$ cat src/rtl/iir_voice_sequencer.sv
// Frame sequencer for the shared 8-voice one-pole IIR: feeds each voice, collects O, emits a scaled mono mix.
// Define MIX_SAT_EN to saturate mix_out instead of wrapping when the shifted accumulator leaves 18-bit range.
module iir_voice_sequencer #(
    parameter int NV        = 8,
    parameter int MIX_SHIFT = 3
) (
    input  logic               clk,
    input  logic               rst,
    input  logic               tick,
    input  logic [7:0]         voice_mask,
    output logic [2:0]         v_idx,
    input  logic [17:0]        vin,
    input  logic [35:0]        vdel,
    output logic               f_ena,
    output logic [2:0]         f_sel,
    output logic [17:0]        f_i,
    output logic [35:0]        f_del,
    input  logic [17:0]        f_o,
    output logic [17:0]        mix_out,
    output logic               mix_valid,
    output logic               busy,
    output logic               overrun
);

    // state | meaning
    // IDLE  | waiting for tick
    // SCAN  | inspect voice_mask[v]; latch voice inputs or skip
    // ENA   | f_ena high, filter samples SEL/I/DEL
    // W1    | filter multiply
    // W2    | filter feedback write
    // CAPT  | f_o valid, accumulate
    // DONE  | publish mix
    typedef enum logic [2:0] {IDLE, SCAN, ENA, W1, W2, CAPT, DONE} state_t;

    localparam logic [2:0] LAST_V = 3'(NV - 1);

    state_t             state;
    logic [2:0]         v;
    logic signed [20:0] acc;
    logic signed [20:0] acc_sh;
    logic signed [20:0] fo_ext;
    logic [17:0]        mix_next;

    assign v_idx  = v;
    assign busy   = (state != IDLE);
    assign acc_sh = acc >>> MIX_SHIFT;
    assign fo_ext = {{3{f_o[17]}}, f_o};

    always_comb begin
        mix_next = acc_sh[17:0];
`ifdef MIX_SAT_EN
        if (acc_sh > 21'sd131071)
            mix_next = 18'h1FFFF;
        else if (acc_sh < -21'sd131072)
            mix_next = 18'h20000;
`endif
    end

    always_ff @(posedge clk or posedge rst) begin
        if (rst) begin
            state     <= IDLE;
            v         <= 3'd0;
            acc       <= '0;
            f_ena     <= 1'b0;
            f_sel     <= 3'd0;
            f_i       <= '0;
            f_del     <= '0;
            mix_out   <= '0;
            mix_valid <= 1'b0;
            overrun   <= 1'b0;
        end else begin
            f_ena     <= 1'b0;
            mix_valid <= 1'b0;
            // A tick while busy is dropped; the running frame is left untouched.
            if (tick && state != IDLE)
                overrun <= 1'b1;
            case (state)
                IDLE: begin
                    if (tick) begin
                        state <= SCAN;
                        v     <= 3'd0;
                        acc   <= '0;
                    end
                end
                SCAN: begin
                    if (voice_mask[v]) begin
                        f_i   <= vin;
                        f_del <= vdel;
                        f_sel <= v;
                        f_ena <= 1'b1;
                        state <= ENA;
                    end else if (v == LAST_V) begin
                        state <= DONE;
                    end else begin
                        v <= v + 3'd1;
                    end
                end
                ENA:  state <= W1;
                W1:   state <= W2;
                W2:   state <= CAPT;
                CAPT: begin
                    acc <= acc + fo_ext;
                    if (v == LAST_V) begin
                        state <= DONE;
                    end else begin
                        v     <= v + 3'd1;
                        state <= SCAN;
                    end
                end
                DONE: begin
                    mix_out   <= mix_next;
                    mix_valid <= 1'b1;
                    state     <= IDLE;
                end
                default: state <= IDLE;
            endcase
        end
    end

endmodule

$ cat config.mk
export PLATFORM = sky130hd
export DESIGN_NAME = iir_voice_sequencer
export DESIGN_NICKNAME = d
export VERILOG_FILES = /design/src/rtl/iir_voice_sequencer.sv
export SDC_FILE = /design/constraint.sdc
export NUM_CORES = 1
export LEC_CHECK = 0
export CORE_MARGIN = 3
export CORE_UTILIZATION = 48
export CTS_BUF_LIST = sky130_fd_sc_hd__clkbuf_8
export DETAILED_ROUTE_END_ITERATION = 12
export PLACE_DENSITY = 0.9
export SLEW_MARGIN = 15
export SYNTH_ARGS = -nofsm -noshare
export SYNTH_HDL_FRONTEND = slang
export SYNTH_SLANG_ARGS = --single-unit
$ cat constraint.sdc
create_clock -name clk -period 3.7 [get_ports clk]
set_input_delay 0.555 -clock clk [delete_from_list [all_inputs] [get_ports clk]]
set_output_delay 0.555 -clock clk [all_outputs]
set_load 0.005 [all_outputs]
# Yosys cells after proc, flatten, opt, wreduce, memory -nomap -nowiden
# Index checks and enable logic that the tools add are counted.
[word_totals]
ff_bits = 105
latch_bits = 0
mem_bits_rw = 0
rom_bits = 0
input_bits = 83
output_inout_bits = 82
word_cells = 48
mem_count = 0
[op_classes]
n_addsub = 2
n_mul = 0
n_div = 0
magnitude_cmp = 1
n_eq_ne = 10
n_shift = 0
muxes = 16
bitwise = 0
n_reduce_logical = 9
[op_table]
columns = ["op", "count"]
rows = [
  ["one-hot mux 21 bit (2 select lines)", 1],
  ["adder 21 x 18 -> 21 bit", 1],
  ["two-way mux 21 bit", 1],
  ["two-way mux 3 bit", 7],
  ["one-hot mux 3 bit (6 select lines)", 1],
  ["== test 3 bit, second input constant", 4],
  ["one-hot mux 3 bit (3 select lines)", 1],
  ["== test 3 x 2 -> 1 bit, second input constant", 2],
  ["AND reduction 2 bit", 3],
  ["nonzero test 3 bit", 2],
  ["< comparator 3 x 4 -> 1 bit, second input constant", 1],
  ["two-way mux 1 bit", 4],
  ["!= test 2 bit, second input constant", 2],
  ["adder 3 x 1 -> 3 bit, second input constant", 1],
  ["binary-select mux 1 bit (select 3 bit)", 1],
  ["== test 3 x 1 -> 1 bit, second input constant", 1],
  ["zero test 3 bit", 1],
  ["!= test 3 bit, second input constant", 1],
  ["AND reduction 3 bit", 1],
  ["nonzero test 2 bit", 1],
  ["logical AND 1 bit", 1],
]

# Longest topological paths before layout
# Gate-level depths: netlist of run 1.
[logic_depth]
word_depth = 4
ltp_mapped = 10
mapped_depth_nobuf = 10

# Least setup slack after synthesis of run 1
# Ideal clock, no wire load.
[synth_timing]
kind = "input to register"
start = "in f_o[0]"
end = "reg acc[20]"
setup_ns = 0.087
t_arrival_ns = 2.315
required_time_ns = 3.613
path_slack_ns = 1.298
stages = 10
n_path_buf = 0
cell_sequence = "ha_1 inv_1 fa_1 nor2b_1 o2111ai_1 a21o_1 a21o_1 nand3b_1 or4b_1 o211ai_1"
[synth_between]
elab_chain_cells = 2
[synth_rtl]
columns = ["element", "line", "source"]
rows = [
  ["from (decl)", "18", "input logic [17:0] f_o,"],
  ["adder 21 x 18 -> 21 bit", "102", "acc <= acc + fo_ext;"],
  ["one-hot mux 21 bit (2 select lines)", "77", "case (state)"],
  ["to (signal assigned)", "102", ""],
  ["to (decl)", "39", "logic signed [20:0] acc;"],
]
# No other way between the ends.
# A chain may end at the register's enable or synchronous reset.

# Worst setup path in the final report of run 1
[layout_timing]
start = "in voice_mask[2]"
end = "reg f_del[19]"
[layout_between]
elab_chain_cells = 3
[layout_rtl]
columns = ["element", "line", "source"]
rows = [
  ["from (decl)", "10", "input logic [7:0] voice_mask,"],
  ["binary-select mux 1 bit (select 3 bit)", "86", "if (voice_mask[v]) begin"],
  ["two-way mux 1 bit (not written as such)", "86", ""],
  ["AND reduction 2 bit (no line)", "-", ""],
  ["to (signal assigned)", "88", "f_del <= vdel;"],
  ["to (decl)", "17", "output logic [35:0] f_del,"],
]
# No other way between the ends. The select of a mux whose other input is x is not followed.

==> flow_summary_export.csv, run 1 <==
group,metric,value,unit
finish,layout_common_cells,"clkdlybuf4s50_1, dfrtp_1, nand2_1",
place,hpwl,10100,µm
outcome,status,"finished clean",
clock_network,cts.sinks,105,
power_and_ir_drop,clkPwrFrac,0.121,
critical_path,r2r-start,"v_idx[0]$_DFFE_PP0P_",
sta,rsz0062_at_grt,"no",
clock_network,cts_buffers,9,
synth,async_flop_share,1.00,
min_path,hp-start,"overrun$_DFFE_PP0P_",
synth,syn-cell-area,0.00508,mm²
place,gp_congestion,0.871,
synth,muxShareOfSynthArea,0.145,
floorplan,core_area,0.0100,mm²
drt,drc,0,
synth,yosys_register_bits,105,
power_and_ir_drop,p_leak,3.07,nW
floorplan,start_util,0.505,
drt,avgRoutedWirePerCell,17.1,µm
synth,synthAdderAreaFrac,0.0582,
drt,routed_wl,12800,µm
finish,drive_gt1_frac,0.128,
power_and_ir_drop,p_per_area,811,mW/mm²
floorplan,die_h,109,µm
global_route,grt.total_usage,0.215,
power_and_ir_drop,internal_power,3.69,mW
sta,worst_pin_slew,0.708,ns
finish,diodes,0,
critical_path,critical_path_buf_inv_count,2,
clock_network,ctsHoldBuffers,0,
global_route,grt_max_degree,57,
sta,post-route-min-period,2.80,ns
critical_path,crit_required,3.94,ns
clock_network,clk_path_buf_depth,2,
critical_path,cp-end-kind,"flip-flop",
critical_path,r2r-end,"f_del[19]$_DFFE_PP0P_",
drt,viasPerCell,5.33,
critical_path,critPathKind,"in -> reg",
synth,syn_nets,562,
clock_network,ctsResizeCount,0,
sta,hold_viol_final,0,
sta,slew_headroom,0.528,
critical_path,path_cells,"clkdlybuf4s50_1 -> mux4_2 -> mux2i_1 -> nor2_1 -> and2_2 -> buf_4 -> mux2_2",
global_route,grt_overflow,0,
synth,synth-compound-area-share,0.104,
power_and_ir_drop,p_switching,2.00,mW
clock_network,root_buffer,"clkbuf_8",
synth,synth_edf_count,0,
floorplan,die_area,0.0118,mm²
finish,area_delta_synth_final,38.1,%
sta,setup_violations,0,
drt,drt_first_pass_iters,4,
synth,yosysWarnings,0,
clock_network,post_cts_buffers,0,
power_and_ir_drop,pwr-share-seq,0.364,
sta,max_freq,0.358,GHz
drt,postRouteAntennaNets,0,
critical_path,startpoint_type,"input pin",
min_path,holdPathStages,1,
synth,synth_xor_area_frac,0.0259,
critical_path,cpPeakStageDelay,0.59,ns
synth,syn_inst,456,
synth,synth_flop_cell,"dfrtp_1",
min_path,min_to,"overrun$_DFFE_PP0P_",
power_and_ir_drop,swShare,0.351,
critical_path,cp_max_fo,50,
clock_network,cts_tree,"yes",
sta,finClkSkew,0.0179,ns
critical_path,reg2reg_depth,6,
finish,fin_nets,720,
power_and_ir_drop,comb_power_share,0.515,
global_route,grt_pass1_vias,3994,
clock_network,htree_num_levels,3,
finish,final_area,0.00701,mm²
place,dpl-instance-area,0.00682,mm²
drt,drtIter0Drc,177,
clock_network,clkTransAtPathRegs,0.11,ns
critical_path,cpLargestDelayFamily,"buffers and inverters",
sta,slew_violations,0,
global_route,antenna_found_initial,0,
sta,period_share,0.756,
synth,synth.distinct_cells,50,
power_and_ir_drop,peakVddDrop,0.356,mV
place,portBuffers,164,
clock_network,clock_latency,0.36,ns
synth,synth_top_family_by_area,"multiplexers",
drt,vias,4006,
critical_path,critPathSlowestCell,"buf_4",
critical_path,r2r_setup_slack,0.95,ns
sta,holdWs,0.468,ns
sta,fin_ws,0.904,ns
job,cap_violations,0,
synth,yosys.area_share.simple,0.124,
synth,synth-seq-area-share,0.518,
global_route,grt_pass1_wl,19900,µm
min_path,min_path_type,"reg -> reg",
synth,syn_area_per_cell,11.1,µm²
sta,setup_tns,0,ns
floorplan,num_rows,36,
finish,layout.cells.most_common,"clkdlybuf4s50_1",
critical_path,cp.arrival,3.03,ns
floorplan,io_pins,165,
place,dp_slack,0.523,ns
floorplan,die_w,109,µm
==> sequential cells by signal (all words and copies together), names as in the netlist, 3 cells and up <==
| name | cells |
|---|---|
| state | 3 |
| mix_out | 18 |
| f_i | 18 |
| f_del | 36 |
| f_sel | 3 |
| v_idx | 3 |
| acc | 21 |
==> routing by layer <==
metal,vias up,GRT usage,part of all wire
li1,1918,-,-
met1,1927,0.255,0.40
met2,146,0.389,0.52
met3,15,0.0391,0.065
met4,0,0.0757,0.014
met5,-,0,0
==> logic make-up after synthesis <==
| kind of cell | after synthesis |
|---|---|
| simple gates | 141 |
| flops | 105 |
| mux | 60 |
| xor+xnor | 15 |
| buf+inv | 26 |
| compound gates | 86 |
| fa+ha+maj | 23 |
==> worst max path at each step <==
stage          slack [ns]                    end  cells after the start            startpoint
5_1_grt              0.79  f_del[19]$_DFFE_PP0P_                      6  v_idx[0]$_DFFE_PP0P_
3_3_place_gp         0.70     f_i[2]$_DFFE_PP0P_                      7         voice_mask[1]
4_1_cts              0.90  f_del[14]$_DFFE_PP0P_                      7         voice_mask[2]
2_1_floorplan        0.38     acc[0]$_DFFE_PP0P_                      1                   rst
6_report             0.90  f_del[19]$_DFFE_PP0P_                      7         voice_mask[2]
3_5_place_dp         0.52  f_del[14]$_DFFE_PP0P_                      7         voice_mask[2]
==> Yosys cell counts, types with 6 or more instances <==
master | instances | area [µm²]
ha_1 | 22 | 275
mux2_2 | 48 | 541
a21oi_1 | 21 | 105
clkbuf_1 | 11 | 41.3
nand2_1 | 97 | 364
xor2_1 | 7 | 61.3
a21o_1 | 9 | 67.6
nor2b_1 | 6 | 37.5
o21ai_0 | 31 | 155
mux2_4 | 9 | 135
and3_1 | 6 | 37.5
xnor2_1 | 8 | 70.1
inv_1 | 6 | 22.5
nand2b_1 | 7 | 43.8
dfrtp_1 | 105 | 2630
==> area by class of cell <==
cell class | count | area, µm²
Fill cell | 722 | 3030
Timing Repair Buffer | 166 | 1670
Clock buffer | 10 | 138
Inverter | 7 | 28.8
Tap cell | 133 | 166
Sequential cell | 105 | 2630
Clock inverter | 6 | 58.8
Multi-Input combinational cell | 325 | 2320
==> power by group through the flow <==
stage	clock network, mW	registers [mW]	logic, mW
2_1_floorplan	0	2.04	1.61
3_3_place_gp	0	2.05	2.82
3_5_place_dp	0	2.10	2.94
4_1_cts	0.702	2.08	2.95
5_1_grt	0.749	2.14	3.20
6_report	0.690	2.07	2.93
==> through the flow <==
| step | power [mW] | utilization | std cells |
|---|---|---|---|
| after detailed placement | 5.04 | 0.679 | 736 |
| after global placement | 4.87 | 0.679 | 736 |
| after CTS | 5.73 | 0.698 | 752 |
| final | 5.68 | 0.698 | 752 |
| after global routing | 6.09 | 0.698 | 752 |
| after floorplan | 3.65 | - | 456 |
Note: power is estimated with default switching activity, not from simulation.
==> run 2, diff against run 1 <==
==> constraint.sdc (replaced) <==
create_clock -name clk -period 2.6 [get_ports clk]
set_input_delay 0.39 -clock clk [delete_from_list [all_inputs] [get_ports clk]]
set_output_delay 0.39 -clock clk [all_outputs]
set_load 0.005 [all_outputs]
==> run 2 against run 1 <==
Sequential share of layout area is 0.97 points lower; setup slack got worse by 0.75 ns; die area unchanged; sequential power grew 43%; critical endpoint is now acc[20]$_DFFE_PP0P_; largest cell class unchanged; highest routed layer unchanged.
==> flow_summary_export.csv, run 2 (same netlist as run 1, synthesis figures left out) <==
group,metric,value,unit
outcome,status,"finished clean",
finish,area_delta_synth_final,41.8,%
finish,fill_cells,679,
clock_network,post_cts_buffers,0,
critical_path,cp.arrival,2.72,ns
floorplan,die_w,109,µm
sta,period_share,0.939,
sta,setup_violations,0,
drt,drtIter0Drc,219,
clock_network,clock_latency,0.37,ns
finish,layout.cells.most_common,"clkdlybuf4s50_1",
critical_path,cpPeakStageDelay,0.46,ns
global_route,grt_pass1_vias,4256,
floorplan,die_area,0.0118,mm²
drt,drc,0,
sta,setup_tns,0,ns
job,cap_violations,0,
sta,finClkSkew,0.00940,ns
finish,fin_nets,742,
critical_path,path_cells,"clkdlybuf4s50_1 -> ha_2 -> inv_1 -> fa_2 -> nor2b_2 -> o2111ai_2 -> a21o_1 -> a21o_1 -> nand3b_1 -> or4b_1 -> o211ai_1",
sta,holdWs,0.344,ns
drt,postRouteAntennaNets,0,
critical_path,cp-end-kind,"flip-flop",
critical_path,critical_path_buf_inv_count,2,
sta,hold_viol_final,0,
drt,vias,4176,
finish,register_area,0.00263,mm²
global_route,grt_overflow,0,
drt,viasPerCell,5.40,
finish,diodes,0,
sta,post-route-min-period,2.44,ns
power_and_ir_drop,p_per_area,1160,mW/mm²
clock_network,ctsHoldBuffers,0,
floorplan,die_h,109,µm
finish,layout_common_cells,"clkdlybuf4s50_1, dfrtp_1, nand2_1",
min_path,min_path_type,"in -> async",
floorplan,num_rows,36,
sta,slew_violations,0,
power_and_ir_drop,power,8.38,mW
critical_path,reg2reg_depth,10,
sta,max_freq,0.410,GHz
drt,drt_first_pass_iters,4,
critical_path,crit_path_frequent_cell,"a21o_1",
place,hpwl,10900,µm
clock_network,clk_path_buf_depth,2,
finish,final_area,0.00720,mm²
critical_path,r2r-start,"acc[0]$_DFFE_PP0P_",
finish,top_register,"f_del",
critical_path,r2r_setup_slack,0.26,ns
floorplan,start_util,0.505,
power_and_ir_drop,p_leak,3.17,nW
global_route,grt.total_usage,0.241,
critical_path,cp.depth,11,
power_and_ir_drop,peakVddDrop,0.569,mV
drt,avgRoutedWirePerCell,18.1,µm
finish,drive_gt1_frac,0.162,
sta,worst_pin_slew,0.509,ns
clock_network,ctsResizeCount,0,
global_route,antenna_found_initial,0,
sta,rsz0062_at_grt,"no",
finish,multi_input_area,0.00234,mm²
global_route,grt_max_degree,95,
critical_path,cp_max_fo,2,
place,portBuffers,164,
place,dp_slack,-0.285,ns
critical_path,critPathKind,"in -> reg",
clock_network,cts_buffers,9,
sta,fin_ws,0.159,ns
critical_path,r2r-end,"acc[20]$_DFFE_PP0P_",
sta,slew_headroom,0.661,
place,dpl-instance-area,0.00699,mm²
critical_path,cpLargestDelayFamily,"simple AND/OR/NAND/NOR gates",
floorplan,core_area,0.0100,mm²
finish,largest_reg_flops,36,
drt,routed_wl,14000,µm
global_route,grt_pass1_wl,22100,µm
clock_network,cts.sinks,105,
critical_path,crit_required,2.88,ns
finish,top_regs,"f_del: 36 flops, acc: 21 flops",
critical_path,critPathSlowestCell,"clkdlybuf4s50_1",
clock_network,root_buffer,"clkbuf_8",
clock_network,htree_num_levels,3,
place,gp_congestion,0.915,
clock_network,cts_tree,"yes",
critical_path,startpoint_type,"input pin",
clock_network,clkTransAtPathRegs,0.10,ns
floorplan,io_pins,165,
## run 2: worst max path at each step
| stage | start | end |
|---|---|---|
| finish | f_o[0] | acc[20]$_DFFE_PP0P_ |
| CTS | f_o[0] | acc[20]$_DFFE_PP0P_ |
| global placement | f_o[0] | acc[20]$_DFFE_PP0P_ |
| global route | f_o[17] | acc[18]$_DFFE_PP0P_ |
| floorplan | f_o[0] | acc[20]$_DFFE_PP0P_ |
| detailed placement | f_o[0] | acc[20]$_DFFE_PP0P_ |
## run 2: stage by stage
step / utilization / std cells
2_1_floorplan: - / 456
3_3_place_gp: 0.696 / 758
3_5_place_dp: 0.696 / 758
4_1_cts: 0.715 / 774
5_1_grt: 0.717 / 774
6_report: 0.717 / 774
## run 2: final cells by class
cell class | count | share of cell area
sequential | 105 | 0.365
multi-input combinational | 325 | 0.325
timing repair buffer | 188 | 0.257
tap | 133 | 0.0231
clock buffer | 11 | 0.0210
clock inverter | 5 | 0.00539
inverter | 7 | 0.00417
## run 2: routing by layer
layer	part of all wire	global-route usage	vias to the layer above
li1	-	-	1959
met1	0.37	0.277	2022
met2	0.53	0.446	166
met3	0.071	0.0379	29
met4	0.028	0.0974	0
met5	0	0	-
## run 2: power breakdown
| group | leakage, nW | switching, mW | internal (mW) | total, mW |
|---|---|---|---|---|
| combinational | 1.80 | 1.83 | 2.61 | 4.44 |
| sequential | 1.28 | 0.542 | 2.42 | 2.96 |
| clock | 0.0953 | 0.569 | 0.408 | 0.977 |
